===== config.mk =====
export PLATFORM = sky130hd
export DESIGN_NAME = data_bus_interconnect
export DESIGN_NICKNAME = d
export VERILOG_FILES = /design/src/rtl/data_bus_interconnect.sv
export SDC_FILE = /design/constraint.sdc
export NUM_CORES = 1
export LEC_CHECK = 0
export CAP_MARGIN = 0
export CORE_MARGIN = 2
export CORE_UTILIZATION = 28
export DETAILED_ROUTE_END_ITERATION = 10
export PLACE_DENSITY = 0.63
export REMOVE_ABC_BUFFERS = 1
export SETUP_SLACK_MARGIN = 0.1
export SLEW_MARGIN = 20
export SYNTH_ARGS = -nofsm -noshare
export SYNTH_HDL_FRONTEND = slang
export SYNTH_SLANG_ARGS = --single-unit

===== constraint.sdc =====
create_clock -name clk_i -period 1.75 [get_ports clk_i]
set_input_delay 0.175 -clock clk_i [delete_from_list [all_inputs] [get_ports clk_i]]
set_output_delay 0.175 -clock clk_i [all_outputs]
set_load 0.05 [all_outputs]

===== src/rtl/data_bus_interconnect.sv =====
// data_bus_interconnect: one core data port to N memory-mapped slaves.
// Regions are decoded by base/mask; the lowest-index hit wins. Each region can
// be marked read-only. A registered request drives one active-low chip select
// until the slave signals ready; the core sees a one-cycle ack with an error
// qualifier and a sticky cause/address of the last fault.
// Optional feature: define BUS_TIMEOUT_EN to abort slave accesses that never
// signal ready within TIMEOUT_CYCLES cycles (error cause 2'b11).
module data_bus_interconnect #(
  parameter int unsigned                    N_SLAVES       = 4,
  parameter int unsigned                    DATA_WIDTH     = 32,
  parameter int unsigned                    ADDR_WIDTH     = 32,
  parameter logic [N_SLAVES*ADDR_WIDTH-1:0] SLV_BASE       = '0,
  parameter logic [N_SLAVES*ADDR_WIDTH-1:0] SLV_MASK       = '0,
  parameter logic [N_SLAVES-1:0]            SLV_RO         = '0,
  parameter int unsigned                    TIMEOUT_CYCLES = 16
) (
  input  logic                           clk_i,
  input  logic                           reset_i,
  input  logic                           req_i,
  input  logic [ADDR_WIDTH-1:0]          addr_i,
  input  logic                           wen_i,
  input  logic [DATA_WIDTH/8-1:0]        wmask_i,
  input  logic [DATA_WIDTH-1:0]          wdata_i,
  output logic [DATA_WIDTH-1:0]          rdata_o,
  output logic                           ack_o,
  output logic                           err_o,
  output logic [1:0]                     err_cause_o,
  output logic [ADDR_WIDTH-1:0]          err_addr_o,
  output logic [N_SLAVES-1:0]            slv_csb_o,
  output logic                           slv_wen_o,
  output logic [ADDR_WIDTH-1:0]          slv_addr_o,
  output logic [DATA_WIDTH/8-1:0]        slv_wmask_o,
  output logic [DATA_WIDTH-1:0]          slv_wdata_o,
  input  logic [N_SLAVES*DATA_WIDTH-1:0] slv_rdata_i,
  input  logic [N_SLAVES-1:0]            slv_ready_i
);

  localparam int unsigned StrbW = DATA_WIDTH / 8;
  localparam int unsigned SelW  = (N_SLAVES > 1) ? $clog2(N_SLAVES) : 1;

  localparam logic [1:0] CauseNone     = 2'b00;
  localparam logic [1:0] CauseUnmapped = 2'b01;
  localparam logic [1:0] CauseRoWrite  = 2'b10;
`ifdef BUS_TIMEOUT_EN
  localparam logic [1:0] CauseTimeout  = 2'b11;
  localparam int unsigned CntW = $clog2(TIMEOUT_CYCLES);
`endif

  typedef enum logic [1:0] {StIdle, StAccess, StResp, StErr} state_e;

  state_e                  state_q, state_d;
  logic [ADDR_WIDTH-1:0]   addr_q, addr_d;
  logic                    wen_q, wen_d;
  logic [StrbW-1:0]        wmask_q, wmask_d;
  logic [DATA_WIDTH-1:0]   wdata_q, wdata_d;
  logic [SelW-1:0]         sel_q, sel_d;
  logic [DATA_WIDTH-1:0]   rdata_q, rdata_d;
  logic [1:0]              err_cause_q, err_cause_d;
  logic [ADDR_WIDTH-1:0]   err_addr_q, err_addr_d;
`ifdef BUS_TIMEOUT_EN
  logic [CntW-1:0]         cnt_q, cnt_d;
`else
  // Keeps TIMEOUT_CYCLES referenced when the timeout counter is compiled out.
  if (TIMEOUT_CYCLES < 2) begin : g_timeout_unused
  end
`endif

  logic                    hit_any;
  logic [SelW-1:0]         hit_sel;
  logic [ADDR_WIDTH-1:0]   sel_mask;
  logic [DATA_WIDTH-1:0]   sel_rdata;
  logic                    sel_ready;

  // Region decode of the incoming address; scanning downwards lets the lowest hit win.
  always_comb begin
    hit_any = 1'b0;
    hit_sel = '0;
    for (int i = N_SLAVES - 1; i >= 0; i--) begin
      if ((addr_i & SLV_MASK[i*ADDR_WIDTH +: ADDR_WIDTH]) ==
          SLV_BASE[i*ADDR_WIDTH +: ADDR_WIDTH]) begin
        hit_any = 1'b1;
        hit_sel = SelW'(i);
      end
    end
  end

  assign sel_mask  = SLV_MASK[sel_q*ADDR_WIDTH +: ADDR_WIDTH];
  assign sel_rdata = slv_rdata_i[sel_q*DATA_WIDTH +: DATA_WIDTH];
  assign sel_ready = slv_ready_i[sel_q];

  // Next-state logic for the FSM and the request/response registers.
  always_comb begin
    state_d     = state_q;
    addr_d      = addr_q;
    wen_d       = wen_q;
    wmask_d     = wmask_q;
    wdata_d     = wdata_q;
    sel_d       = sel_q;
    rdata_d     = rdata_q;
    err_cause_d = err_cause_q;
    err_addr_d  = err_addr_q;
`ifdef BUS_TIMEOUT_EN
    cnt_d       = cnt_q;
`endif
    case (state_q)
      StIdle: begin
        if (req_i) begin
          addr_d  = addr_i;
          wen_d   = wen_i;
          wmask_d = wmask_i;
          wdata_d = wdata_i;
          if (!hit_any) begin
            state_d     = StErr;
            err_cause_d = CauseUnmapped;
            err_addr_d  = addr_i;
            rdata_d     = '0;
          end else if (SLV_RO[hit_sel] && !wen_i) begin
            state_d     = StErr;
            err_cause_d = CauseRoWrite;
            err_addr_d  = addr_i;
            rdata_d     = '0;
          end else begin
            state_d = StAccess;
            sel_d   = hit_sel;
`ifdef BUS_TIMEOUT_EN
            cnt_d   = '0;
`endif
          end
        end
      end
      StAccess: begin
        if (sel_ready) begin
          // Writes return zero data.
          rdata_d = wen_q ? sel_rdata : '0;
          state_d = StResp;
`ifdef BUS_TIMEOUT_EN
        end else if (cnt_q == CntW'(TIMEOUT_CYCLES - 1)) begin
          state_d     = StErr;
          err_cause_d = CauseTimeout;
          err_addr_d  = addr_q;
          rdata_d     = '0;
        end else begin
          cnt_d = cnt_q + 1'b1;
`endif
        end
      end
      StResp:  state_d = StIdle;
      StErr:   state_d = StIdle;
      default: state_d = StIdle;
    endcase
  end

  // State and datapath registers with synchronous reset.
  always_ff @(posedge clk_i) begin
    if (reset_i) begin
      state_q     <= StIdle;
      addr_q      <= '0;
      wen_q       <= 1'b1;
      wmask_q     <= '0;
      wdata_q     <= '0;
      sel_q       <= '0;
      rdata_q     <= '0;
      err_cause_q <= CauseNone;
      err_addr_q  <= '0;
`ifdef BUS_TIMEOUT_EN
      cnt_q       <= '0;
`endif
    end else begin
      state_q     <= state_d;
      addr_q      <= addr_d;
      wen_q       <= wen_d;
      wmask_q     <= wmask_d;
      wdata_q     <= wdata_d;
      sel_q       <= sel_d;
      rdata_q     <= rdata_d;
      err_cause_q <= err_cause_d;
      err_addr_q  <= err_addr_d;
`ifdef BUS_TIMEOUT_EN
      cnt_q       <= cnt_d;
`endif
    end
  end

  // Chip select and slave write enable are only active during ACCESS.
  always_comb begin
    slv_csb_o = '1;
    slv_wen_o = 1'b1;
    if (state_q == StAccess) begin
      slv_csb_o[sel_q] = 1'b0;
      slv_wen_o        = wen_q;
    end
  end

  assign ack_o       = (state_q == StResp) || (state_q == StErr);
  assign err_o       = (state_q == StErr);
  assign rdata_o     = rdata_q;
  assign err_cause_o = err_cause_q;
  assign err_addr_o  = err_addr_q;
  assign slv_addr_o  = addr_q & ~sel_mask;
  assign slv_wmask_o = wmask_q;
  assign slv_wdata_o = wdata_q;

endmodule


# Word-level counts from Yosys, hierarchy flattened
# Index checks and enable logic that the tools add are counted.
# Widths: inputs -> output; s select.
[totals] reg_bits=103 wordCells=23
[classes] eq_ne=5 mux=6 reduce_logical=6
[ops] op="$mux 32" count=1
[ops] op="$pmux 2 s3" count=1
[ops] op="$reduce_and 2->1" count=3
[ops] op="$eq 2x2->1 const B" count=2
[ops] op="$mux 2" count=2
[ops] op="$ne 2x2->1 const B" count=2
[ops] op="$eq 2x1->1 const B" count=1
[ops] op="$logic_not 2->1" count=1
[ops] op="$mux 1" count=2
[ops] op="$reduce_or 2->1" count=1
[ops] op="$logic_or 1x1->1" count=1

# Longest topological paths before layout
[logic_depth] ltp_word=3 mapped_depth=4

# Worst setup path before layout
# No wires, ideal clock.
[synth_path] path_kind="reg2out" from="register state_q[1]" to="output slv_wen_o" arrival_ps=1240 t_required_ps=1575 path_slack_ps=335 path_stages_with_launch=3 cell_sequence="dfxtp_1 -> nand2b_1 -> or2_2"
[synth_via] elab_chain_cells=2
[synth_lines] item="start: declaration" line_no="51" rtl="state_e state_q, state_d;"
[synth_lines] item="start signal: assignment" line_no="156" rtl="state_q <= StIdle;"
[synth_lines] item="start signal: assignment" line_no="169" rtl="state_q <= state_d;"
[synth_lines] item="$eq 2x1->1" line_no="188" rtl="if (state_q == StAccess) begin"
[synth_lines] item="$mux 1" line_no="188"
[synth_lines] item="end: declaration" line_no="30" rtl="output logic slv_wen_o,"
# No other way between the ends.

# Worst setup path after layout
# Ends and elaborated chain as after synthesis.

==> impl_metrics.yaml <==
layout:
  finalNonFillerCells: 911
  seqCellArea_mm2: 0.00206
  fillers: 1692
  drive_gt1_share_pct: 5.83
  syn2layout_area_growth_pct: 46.2
  final_cell_area_mm2: 0.00724
  fin_nets: 885
  multi_input_area_mm2: 0.00251
  diodes: 0
min_path:
  hold_start: "addr_i[11]"
  hold_path_depth: 3
  hold_path.class: "input port to flop"
  hold_end: "addr_q[11]"
place:
  dp_cells: 895
  dpl-instance-area_mm2: 0.00706
  hpwl_mm: 8.49
  portBuffers: 208
  gp_congestion: 0.697
clock_network:
  cts_sinks: 103
  clk-insertion-delay-late_ns: 0.34
  cts_max_level: 3
  root_buffer: "clkbuf_16"
  post-cts-setup-buffers: 0
  path_clk_slew_ns: 0.07
  numCtsBuffers: 9
  clockBufferDepth: 2
  cts_tree: "yes"
timing:
  setup_viol: 0
  period_needed_ns: 1.53
  rsz0062_at_grt: "false"
  hold_viol: 0
  maxSlewHeadroom_pct: 60.2
  finClkSkew_ns: 0.00927
  slew_violations: 0
  setup_tns_ns: 0
  post-route-period-util_pct: 87.6
  tightestPinTransition_ns: 0.597
  max_freq_mhz: 653
die:
  io_pins: 345
  die_y_um: 137
  fp-row-count: 48
  dieWidth_um: 137
  initial_utilization_pct: 28.6
  die_area_mm2: 0.0188
  core_area_mm2: 0.0173
critical_path:
  path_buf_inv: 1
  cp_cell_sequence: "nand2b_1 > or2_2 > buf_12"
  rr_endpoint: "slv_wmask_o[2]"
  critPathArrivalTime_ns: 1.36
  ff2ff_setup_slack_ns: 0.39
  endpoint_kind: "output pin"
  slowest_delay_ns: 0.37
  critPathSlowestCell: "dfxtp_1"
  cp_max_fo: 6
  reg2reg_from: "state_q[0]"
  cp-start-kind: "flop"
  cp_data_required_time_ns: 1.57
  cp_top_family: "simple AND/OR/NAND/NOR gates"
  rr_worst_depth: 4
  critPathKind: "flop to output pin"
global_routing:
  grt_max_degree: 205
  grt_pass1_wl_mm: 18.6
  antenna_found_initial: 0
  grt.overflow.total: 0
  grt_pass1_vias: 3786
  track_usage_pct: 12.5
pwr:
  seq_power_share_pct: 41.2
  intPower_uw: 4240
  p_sw_uw: 1990
  cellLeakagePower_uw: 0.00318
  power.share.combinational_pct: 25.9
  powerDensity_mw_per_mm2: 860
  swShare_pct: 31.9
  clkPwrFrac_pct: 32.9
  ir_drop_mv: 0.410
routing:
  wl_per_cell_um: 13.2
  postRouteAntennaNets: 0
  vias: 3780
  drt_pre_antenna_iters: 4
  drtIter0Drc: 91
  drc: 0
  routed_wl_mm: 12.0
  via_per_inst: 4.15
synthesis:
  ys_ff_latch: 103
  avgSynthCellArea_um2: 10.1
  postSynthCellCount: 492
  netlist_area_mm2: 0.00495
  yosysWarnings: 0
  synthDistinctLibCells: 16
  yosysSeqAreaShare_pct: 41.6
status:
  status: "complete, no violations"
run:
  drv_cap: 0
[worst max-delay path by stage]
stage	startpoint	endpoint	depth (start not counted)
4_1_cts	state_q[1]	slv_wen_o	3
6_report	state_q[1]	slv_wen_o	3
3_3_place_gp	req_i	slv_wdata_o[8]	5
2_1_floorplan	state_q[1]	addr_q[0]	2
3_5_place_dp	req_i	slv_wmask_o[2]	5
5_1_grt	state_q[1]	slv_wen_o	3
[sequential cells by signal, summed over array words and instances, names as in the netlist]
| signal | count |
|---|---|
| state_q | 2 |
| addr_q | 32 |
| wen_q | 1 |
| slv_wmask_o | 4 |
| slv_wdata_o | 32 |
| rdata_o | 32 |
[placed cells by master (no fill, tap or decap), drive strengths merged, types with 3 or more instances in the layout]
cell type and n:
nand2b 169, dfxtp 103, clkdlybuf4s50 103, mux2i 101, dlygate4sd2 94, conb 37, nand3b 32, buf 22
clkbuf 11, clkinvlp 3
[worst min-delay path, delay by kind of cell]
family / cells / cell delay, ns
AND/OR/NAND/NOR: 1 / 0.06
buffers and inverters: 1 / 0.39
multiplexers: 1 / 0.06
[cell usage after synthesis]
cell	instances	area share [%]
buf_2	2	0.20
nor3b_1	2	0.30
and2_1	1	0.13
nor2_1	2	0.15
and3b_1	1	0.18
clkbuf_1	25	1.9
mux2i_1	101	20
buf_6	11	2.5
conb_1	2	0.15
nand3b_1	32	4.9
dfxtp_1	103	42
nand2b_1	169	21
buf_4	38	5.8
or2_2	1	0.13
nor2b_1	1	0.13
o21ba_1	1	0.20
[kinds of logic after synthesis]
kind of cell | synth area share [%]
muxes | 20.4
other | 0.152
DFF | 41.6
AOI/OAI and AO/OA | 0.202
and+or+nand+nor | 27.2
buffers and inverters | 10.4
[power by group through the flow]
stage / Sequential (uW) / Clock [uW] / Combinational [uW]
4_1_cts: 2570 / 2130 / 1630
5_1_grt: 2580 / 2230 / 1710
2_1_floorplan: 3110 / 0 / 617
3_5_place_dp: 2620 / 0 / 1710
3_3_place_gp: 2620 / 0 / 1690
6_report: 2560 / 2050 / 1610
[metrics by stage]
stage	util, %	setup slack (ns)	total power (uW)	hold slack (ns)
final	41.9	0.218	6220	0.392
after global routing	41.9	0.128	6520	0.379
after CTS	41.9	0.174	6320	0.370
after detailed placement	40.8	0.123	4330	0.463
after global placement	40.8	0.176	4310	0.459
after floorplan	-	-6.70	3730	0.247
[per-layer routing]
layer,GRT usage [%],vias to the layer above,routed length (um)
met5,0,-,0
met4,4.81,0,166
met3,5.37,9,1320
met2,20.1,161,5420
met1,14.8,1720,5110
li1,-,1890,-
[area by class of cell]
type	instances	area share [%]
Tap cell	225	3.89
Clock buffer	11	3.35
Sequential cell	103	28.5
Clock inverter	5	0.795
Timing Repair Buffer	219	28.8
Multi-Input combinational cell	348	34.7
[what timing repair did]
action	in CTS	in global routing
endpoints found under the setup margin	94	0
hold buffers	0	0
gates resized for setup	94	0
(Power assumes the default switching activity.)
